**src/rtl/thread_fetch_scheduler.sv**
```systemverilog
// thread_fetch_scheduler: round-robin fine-grained multithread fetch scheduler.
// Keeps one PC per hardware thread and issues one fetch per unstalled cycle.
//
// Ports:
//   clk, reset        : clock, synchronous active-high reset
//   thread_en         : per-thread run mask (NUM_THREADS bits)
//   stall             : downstream hold; freezes scheduler state
//   redirect_valid    : load redirect_pc into pc[redirect_thread]
//   redirect_thread   : thread targeted by the redirect
//   redirect_pc       : new PC for the redirected thread
//   fetch_valid       : registered, fetch_pc/fetch_thread_id are a real fetch
//   fetch_pc          : registered instruction address
//   fetch_thread_id   : registered thread of the current fetch
//   pipe_en           : fetch/decode pipeline register enable (~stall)
module thread_fetch_scheduler #(
  parameter int INST_ADDR_WIDTH = 9,
  parameter int THREAD_BITS     = 2
) (
  input  logic                       clk,
  input  logic                       reset,
  input  logic [(1<<THREAD_BITS)-1:0] thread_en,
  input  logic                       stall,
  input  logic                       redirect_valid,
  input  logic [THREAD_BITS-1:0]     redirect_thread,
  input  logic [INST_ADDR_WIDTH-1:0] redirect_pc,
  output logic                       fetch_valid,
  output logic [INST_ADDR_WIDTH-1:0] fetch_pc,
  output logic [THREAD_BITS-1:0]     fetch_thread_id,
  output logic                       pipe_en
);

  localparam int NUM_THREADS = 1 << THREAD_BITS;

  typedef logic [INST_ADDR_WIDTH-1:0] pc_t;
  typedef logic [THREAD_BITS-1:0]     tid_t;

  // Each thread starts at the base of its own memory partition.
  function automatic pc_t pc_base(input int i);
    return pc_t'(i) << (INST_ADDR_WIDTH - THREAD_BITS);
  endfunction

  pc_t  pc_q [NUM_THREADS];
  pc_t  pc_d [NUM_THREADS];
  tid_t last_grant_q;
  tid_t last_grant_d;
  logic fetch_valid_q;
  logic fetch_valid_d;
  pc_t  fetch_pc_q;
  pc_t  fetch_pc_d;
  tid_t fetch_tid_q;
  tid_t fetch_tid_d;

  logic [NUM_THREADS-1:0] eligible;
  logic                   found;
  tid_t                   grant;
  tid_t                   idx;

  // A thread being redirected this cycle sits out arbitration so its
  // stale PC is never fetched and the increment never races the load.
  always_comb begin
    eligible = '0;
    for (int i = 0; i < NUM_THREADS; i++) begin
      eligible[i] = thread_en[i] &
        ~(redirect_valid & (redirect_thread == tid_t'(i)));
    end
  end

  // Round-robin search beginning just after the last grant.
  always_comb begin
    found = 1'b0;
    grant = '0;
    idx   = '0;
    for (int k = 1; k <= NUM_THREADS; k++) begin
      idx = last_grant_q + tid_t'(k);
      if (!found && eligible[idx]) begin
        found = 1'b1;
        grant = idx;
      end
    end
  end

  always_comb begin
    pc_d          = pc_q;
    last_grant_d  = last_grant_q;
    fetch_valid_d = fetch_valid_q;
    fetch_pc_d    = fetch_pc_q;
    fetch_tid_d   = fetch_tid_q;

    if (!stall) begin
      if (found) begin
        fetch_valid_d = 1'b1;
        fetch_pc_d    = pc_q[grant];
        fetch_tid_d   = grant;
        pc_d[grant]   = pc_q[grant] + pc_t'(1);
        last_grant_d  = grant;
      end else begin
        fetch_valid_d = 1'b0;
      end
    end

    // Redirects land even while stalled.
    if (redirect_valid) begin
      pc_d[redirect_thread] = redirect_pc;
    end
  end

  always_ff @(posedge clk) begin
    if (reset) begin
      for (int i = 0; i < NUM_THREADS; i++) begin
        pc_q[i] <= pc_base(i);
      end
      last_grant_q  <= tid_t'(NUM_THREADS - 1);
      fetch_valid_q <= 1'b0;
      fetch_pc_q    <= '0;
      fetch_tid_q   <= '0;
    end else begin
      for (int i = 0; i < NUM_THREADS; i++) begin
        pc_q[i] <= pc_d[i];
      end
      last_grant_q  <= last_grant_d;
      fetch_valid_q <= fetch_valid_d;
      fetch_pc_q    <= fetch_pc_d;
      fetch_tid_q   <= fetch_tid_d;
    end
  end

  assign fetch_valid     = fetch_valid_q;
  assign fetch_pc        = fetch_pc_q;
  assign fetch_thread_id = fetch_tid_q;
  assign pipe_en         = ~stall;

endmodule

```
**config.mk**
```make
export PLATFORM = sky130hd
export DESIGN_NAME = thread_fetch_scheduler
export DESIGN_NICKNAME = d
export VERILOG_FILES = /design/src/rtl/thread_fetch_scheduler.sv
export SDC_FILE = /design/constraint.sdc
export NUM_CORES = 1
export LEC_CHECK = 0
export CAP_MARGIN = 20
export CORE_MARGIN = 8
export CORE_UTILIZATION = 45
export CTS_BUF_LIST = sky130_fd_sc_hd__clkbuf_4
export DETAILED_ROUTE_END_ITERATION = 8
export GPL_TIMING_DRIVEN = 0
export PLACE_DENSITY = 0.74
export SETUP_SLACK_MARGIN = 0.3
export SYNTH_ARGS = -nofsm -noshare
export SYNTH_HDL_FRONTEND = slang
export SYNTH_SLANG_ARGS = --single-unit
```
**constraint.sdc**
```tcl
create_clock -name clk -period 8 [get_ports clk]
set_input_delay 1.6 -clock clk [delete_from_list [all_inputs] [get_ports clk]]
set_output_delay 1.6 -clock clk [all_outputs]
set_load 0.03 [all_outputs]
```
==> flow_summary.toml, run 1 <==
[worst_setup_path]
timing.critical_path.buf_inv = 4
r2r-start = "last_grant_q[1]$_SDFFE_PP1P_"
worstSetupEndpointType = "flip-flop"
critPathSlowestCell = "clkbuf_1"
path_cells = "clkdlybuf4s50_1 -> buf_2 -> nand3b_2 -> o211ai_1 -> o21ai_0 -> clkbuf_1 -> nand2_1 -> o211ai_1 -> and2_1 -> clkbuf_1 -> ha_1 -> o2111a_1 -> nor4b_4 -> mux2i_1 -> o21ai_0"
crit_type = "in -> reg"
worst_r2r_endpoint = "pc_q[26]$_SDFF_PP0_"
cp_max_fo = 10
rrSetupSlack_ns = 4.35
crit_family = "buffers and inverters"
rr_worst_depth = 13
crit_path_start_kind = "primary input"
crit_required_ns = 8.25
cp.arrival_ns = 5.48
slowest_delay_ns = 0.43

[floorplan]
dieArea_mm2 = 0.00933
initial_utilization = 0.463
pin_count = 32
die_w_um = 96.6
core_mm2 = 0.00631
die_y_um = 96.6
fp-row-count = 29

[placement]
dpl.hpwl_um = 6390
numPortBuffers = 29
place.gp.congestion = 0.980
place_area_mm2 = 0.00331
dp_cells = 468

[cts]
cts_hold_buf = 0
cts_root_buffer = "clkbuf_4"
cts_sinks = 50
cts_tree = "done"
post_cts_buffers = 0
cts-htree-levels = 2
cts_resized = 0
clkLatencyLatePin_ns = 0.38
clk_pin_slew_ns = 0.15
numCtsBuffers = 5
clock_path_buffers = 2

[drt]
drtIter0Drc = 303
post_drt_wl_per_cell_um = 18.7
wirelength_um = 8920
drt_pass1_iterations = 6
vias_per_cell = 6.24
ant_nets = 0
drc = 0
vias = 2969

[timing]
setup_viol = 0
rsz0062_at_grt = "no"
drv_slew = 0
fin_crit_ns = 5.23
worst_pin_slew_ns = 0.886
fin_crit_sh = 0.653
timing.fmax_ghz = 0.191
slew-limit-headroom = 0.407
tns_ns = 0
hold_ws_ns = 0.464
finalClockSkew_ns = 0.00986
finalHoldViolCount = 0

[worst_hold_path]
whs_path_depth = 2
hold_path.class = "reg -> reg"
whs_endpoint = "fetch_pc[2]$_SDFFE_PP0P_"
worstHoldStart = "fetch_pc[2]$_SDFFE_PP0P_"

[power_and_ir_drop]
ir_drop_mv = 0.109
p_leak_nw = 1.18
power-per-cell-area_mw_per_mm2 = 198

[grt]
grt-ovfl-total = 0
grt_pass1_vias = 2936
grt_max_degree = 16
antenna_found_initial = 0
grt_usage = 0.185
grt_pass1_wl_um = 14600

[logic_synthesis]
synth_mux_area_frac = 0.0595
synth_edf_count = 0
ys_warn_count = 0
synth_xor_xnor_area_share = 0.0180
netlist_area_mm2 = 0.00292
syn_area_per_cell_um2 = 8.08
synth_cell_type_count = 60
synthAdderAreaFrac = 0.00428
syn_nets = 382
ys_async_sr_fraction = 0
syn_inst = 362
synthSimpleGateAreaFrac = 0.263
synth_top_family_by_area = "compound AO/OA/AOI/OAI gates"
synth-compound-area-share = 0.264
ys_seq_elements = 50
yosys_most_used_dff = "dfxtp_1"
yosysSeqAreaShare = 0.342

[final_layout]
post-route-util = 0.537
drive_gt1_frac = 0.100
area_growth_pct = 16.0
nFillCells = 604
final_cell_area_mm2 = 0.00339
final-seq-area_mm2 = 0.00100
final_cells = 476
diodes = 0
nNetsFinal = 418
multiInputGateArea_mm2 = 0.00178

[run_status]
status = "finished, final reports clean"

[flow_run]
cap_violations = 0
==> state kept, by name (all words and copies together) (netlist names) <==
name,cells
pc_q,36
fetch_thread_id,2
fetch_valid,1
last_grant_q,2
fetch_pc,9
==> kinds of logic (layout without fill, tap and decap cells) <==
group | count (synthesis) | in the layout
adder cells (fa/ha/maj) | 1 | 1
buffers and inverters | 25 | 62
multiplexers | 16 | 16
AND/OR/NAND/NOR | 154 | 154
AO/OA/AOI/OAI | 110 | 110
XOR/XNOR | 6 | 6
flip-flops | 50 | 50
==> per-layer routing <==
layer  GRT usage  routed length [µm]
met5           0                   0
met2       0.293                3920
met4      0.0970                 338
met3      0.0441                 811
met1       0.225                3840
==> worst max-delay path by stage <==
stage / cells past startpoint / slack (ns) / to / from
6_report: 15 / 2.77 / pc_q[26]$_SDFF_PP0_ / redirect_thread[1]
5_1_grt: 15 / 2.45 / pc_q[26]$_SDFF_PP0_ / redirect_thread[1]
4_1_cts: 15 / 2.86 / pc_q[26]$_SDFF_PP0_ / redirect_thread[1]
3_5_place_dp: 15 / 2.48 / pc_q[26]$_SDFF_PP0_ / redirect_thread[1]
3_3_place_gp: 15 / 2.58 / pc_q[8]$_SDFF_PP1_ / redirect_thread[1]
2_1_floorplan: 14 / 3.63 / pc_q[8]$_SDFF_PP1_ / redirect_thread[1]
==> synth_stat cells (3+ instances only) <==
cell / number / area [µm²]
nand2_1: 46 / 173
nor3_1: 6 / 30.0
mux2i_1: 11 / 110
a311oi_1: 4 / 35.0
o22ai_1: 9 / 56.3
nor2_1: 51 / 191
a21oi_1: 24 / 120
a31oi_1: 10 / 62.6
nand2b_1: 11 / 68.8
buf_6: 6 / 67.6
a22oi_2: 3 / 37.5
o21ai_1: 6 / 30.0
and2_1: 4 / 25.0
or3_1: 4 / 25.0
dfxtp_1: 50 / 1000
clkbuf_1: 13 / 48.8
xnor2_1: 5 / 43.8
nand3_1: 9 / 45.0
nor4b_1: 3 / 26.3
o21ai_0: 14 / 70.1
a211oi_1: 5 / 37.5
a22oi_1: 5 / 37.5
inv_1: 4 / 15.0
o32ai_1: 8 / 70.1
nor2b_1: 5 / 31.3
o211ai_1: 3 / 22.5
==> cells in the final DEF (no fill, tap or decap), types with 3 or more instances in the layout <==
cell type,n
a22oi_2,3
o211ai_1,3
a21oi_1,24
clkbuf_4,6
nand2_1,46
nor3_1,6
nor2b_1,5
buf_6,6
clkbuf_1,13
xnor2_1,5
dfxtp_1,50
and2_1,4
a31oi_1,10
o22ai_1,9
o32ai_1,8
a211oi_1,5
o21ai_0,14
nor2_1,51
inv_1,4
a311oi_1,4
o21ai_1,6
nand3_1,9
clkdlybuf4s50_1,29
nor4b_1,3
nand2b_1,11
or3_1,4
mux2i_1,11
a22oi_1,5
==> area by class of cell <==
class                   count  area share
multi-input cells         287       0.525
plain buffers              21      0.0372
repair buffers             29      0.0855
clock buffers               6      0.0133
well taps                  77      0.0284
flip-flops and latches     50       0.295
clock inverters             2      0.0111
inverters                   4     0.00442
==> metrics by stage <==
stage	setup slack (ns)	power (mW)
global placement	2.58	0.514
global route	2.45	0.704
finish	2.77	0.673
CTS	2.86	0.668
detailed placement	2.48	0.518
floorplan	3.63	0.450
==> worst register-to-register path, stage by stage, from the launching register on <==
cell and delay [ns]:
dfxtp_1 0.41, nand2_1 0.09, o211ai_1 0.10, o21ai_0 0.27, clkbuf_1 0.43, nand2_1 0.27, o211ai_1 0.31, and2_1 0.18
clkbuf_1 0.25, ha_1 0.32, o2111a_1 0.20, nor4b_4 0.34, mux2i_1 0.24, o21ai_0 0.10
==> where the power goes <==
group          internal, mW  total (mW)  switching [mW]
combinational        0.0880       0.234           0.146
clock                0.0694       0.154          0.0844
sequential            0.273       0.286          0.0132
No activity file was read; power rests on OpenSTA's default activity.
==> run 2: changes to the inputs <==
- clock period: 8 -> 5.45 ns (I/O delays scaled with it)
==> results of run 2 <==
The final DEF is identical to that of run 1. Status: finished, final reports clean.
Among the figures that moved: setup slack after placement 2.48 ns -> 0.444 ns; setup slack after layout 2.77 ns -> 0.732 ns; register-to-register setup slack 4.35 ns -> 1.80 ns; total power 0.673 mW -> 0.988 mW; worst IR drop on VDD 0.109 mV -> 0.161 mV
==> run 3: changes to the inputs <==
- CORE_MARGIN: 8 -> default
==> flow_summary.toml, run 3 (synthesis results as in run 1) <==
[run_status]
status = "finished, final reports clean"

[drt]
vias = 2958
vias_per_cell = 6.23
ant_nets = 0
drc = 0
wirelength_um = 8690
post_drt_wl_per_cell_um = 18.3
drt_pass1_iterations = 6
drtIter0Drc = 366

[cts]
clk_pin_slew_ns = 0.15
cts-htree-levels = 2
numCtsBuffers = 5
clkLatencyLatePin_ns = 0.38
clock_path_buffers = 2
cts_root_buffer = "clkbuf_4"
cts_hold_buf = 0
cts_resized = 0
cts_sinks = 50
post_cts_buffers = 0
cts_tree = "done"

[placement]
pre_cts_ws_ns = 0.466
numPortBuffers = 29
place_area_mm2 = 0.00331
dpl.hpwl_um = 6180
place.gp.congestion = 0.959

[final_layout]
diodes = 0
area_growth_pct = 15.7
nNetsFinal = 418
largest_reg_flops = 36
drive_gt1_frac = 0.0955
final_cell_area_mm2 = 0.00338
regMostFlops = "pc_q"
final_common_cell = "nor2_1"
final_cell_mix = "nor2_1, dfxtp_1, nand2_1"

[grt]
grt_pass1_wl_um = 13600
grt-ovfl-total = 0
antenna_found_initial = 0
grt_pass1_vias = 2665
grt_usage = 0.267
grt_max_degree = 15

[floorplan]
core_mm2 = 0.00631
initial_utilization = 0.463
die_w_um = 82.6
pin_count = 32
die_y_um = 82.6
dieArea_mm2 = 0.00682
fp-row-count = 29

[timing]
worst_pin_slew_ns = 0.842
slew-limit-headroom = 0.437
fin_crit_ns = 4.69
tns_ns = 0
timing.fmax_ghz = 0.213
drv_slew = 0
fin_crit_sh = 0.860
setup_viol = 0
finalHoldViolCount = 0
hold_ws_ns = 0.465
finalClockSkew_ns = 0.0152
setup_ws_ns = 0.764
rsz0062_at_grt = "no"

[worst_setup_path]
critPathSlowestCell = "clkbuf_1"
cp.arrival_ns = 4.96
timing.critical_path.buf_inv = 4
slowest_delay_ns = 0.45
crit_family = "buffers and inverters"
path_cells = "clkdlybuf4s50_1 -> buf_2 -> nand3b_2 -> o211ai_1 -> o21ai_0 -> clkbuf_1 -> nand2_1 -> o211ai_1 -> and2_1 -> clkbuf_1 -> ha_1 -> o2111a_1 -> nor4b_4 -> xnor2_1 -> o211ai_2"
r2r-start = "last_grant_q[1]$_SDFFE_PP1P_"
crit_required_ns = 5.73
worst_r2r_endpoint = "pc_q[8]$_SDFF_PP1_"
worstSetupEndpointType = "flip-flop"
rr_worst_depth = 13
cp_max_fo = 10
cp.depth = 15
crit_type = "in -> reg"
rrSetupSlack_ns = 1.85
crit_path_start_kind = "primary input"

[power_and_ir_drop]
p_leak_nw = 1.18
power-per-cell-area_mw_per_mm2 = 288
ir_drop_mv = 0.133

[worst_hold_path]
worstHoldStart = "fetch_pc[8]$_SDFFE_PP0P_"
whs_path_depth = 2
hold_path.class = "reg -> reg"
whs_endpoint = "fetch_pc[8]$_SDFFE_PP0P_"

[flow_run]
cap_violations = 0
run 3: cell count changes in the layout (fill, tap and decap cells not counted), sizes merged:
cell      delta
clkbuf       -1
clkinv       +1
clkinvlp     -1
run 3: how the worst max path moves through the flow:
| stage | start | end |
|---|---|---|
| detailed placement | redirect_thread[1] | pc_q[26]$_SDFF_PP0_ |
| floorplan | redirect_thread[1] | pc_q[8]$_SDFF_PP1_ |
| global placement | redirect_thread[1] | pc_q[26]$_SDFF_PP0_ |
| CTS | redirect_thread[1] | pc_q[26]$_SDFF_PP0_ |
| finish | redirect_thread[1] | pc_q[8]$_SDFF_PP1_ |
| global route | redirect_thread[1] | pc_q[26]$_SDFF_PP0_ |
run 3: cell type report:
cell class | count | area (µm²)
multi-input cells | 287 | 1780
inverters | 4 | 15.0
flip-flops and latches | 50 | 1000
clock buffers | 5 | 37.5
clock inverters | 2 | 33.8
plain buffers | 21 | 126
repair buffers | 29 | 290
fillers | 612 | 2930
well taps | 77 | 96.3
run 3: tightest hold or removal path: stages, from the launching register on:
cell     delay, ns
dfxtp_1       0.34
nand2_1       0.05
a21oi_1       0.05
run 3: power by group:
| part | switching [mW] | total, mW | internal, mW |
|---|---|---|---|
| clock network | 0.120 | 0.213 | 0.0930 |
| logic | 0.213 | 0.342 | 0.129 |
| registers | 0.0185 | 0.418 | 0.400 |
| total | 0.352 | 0.974 | 0.622 |
run 3: routing by layer:
layer  global-route usage  part of all wire  wire length, µm
met2                0.444              0.46             4030
met4               0.0776             0.021              182
met3               0.0626             0.092              797
met1                0.344              0.42             3670
met5                    0                 0                0
run 3: per-stage QoR:
stage | cells | power (mW) | util
floorplan | 362 | 0.661 | -
global route | 475 | 1.02 | 0.536
CTS | 475 | 0.970 | 0.536
detailed placement | 468 | 0.760 | 0.524
finish | 475 | 0.974 | 0.536
global placement | 468 | 0.753 | 0.524
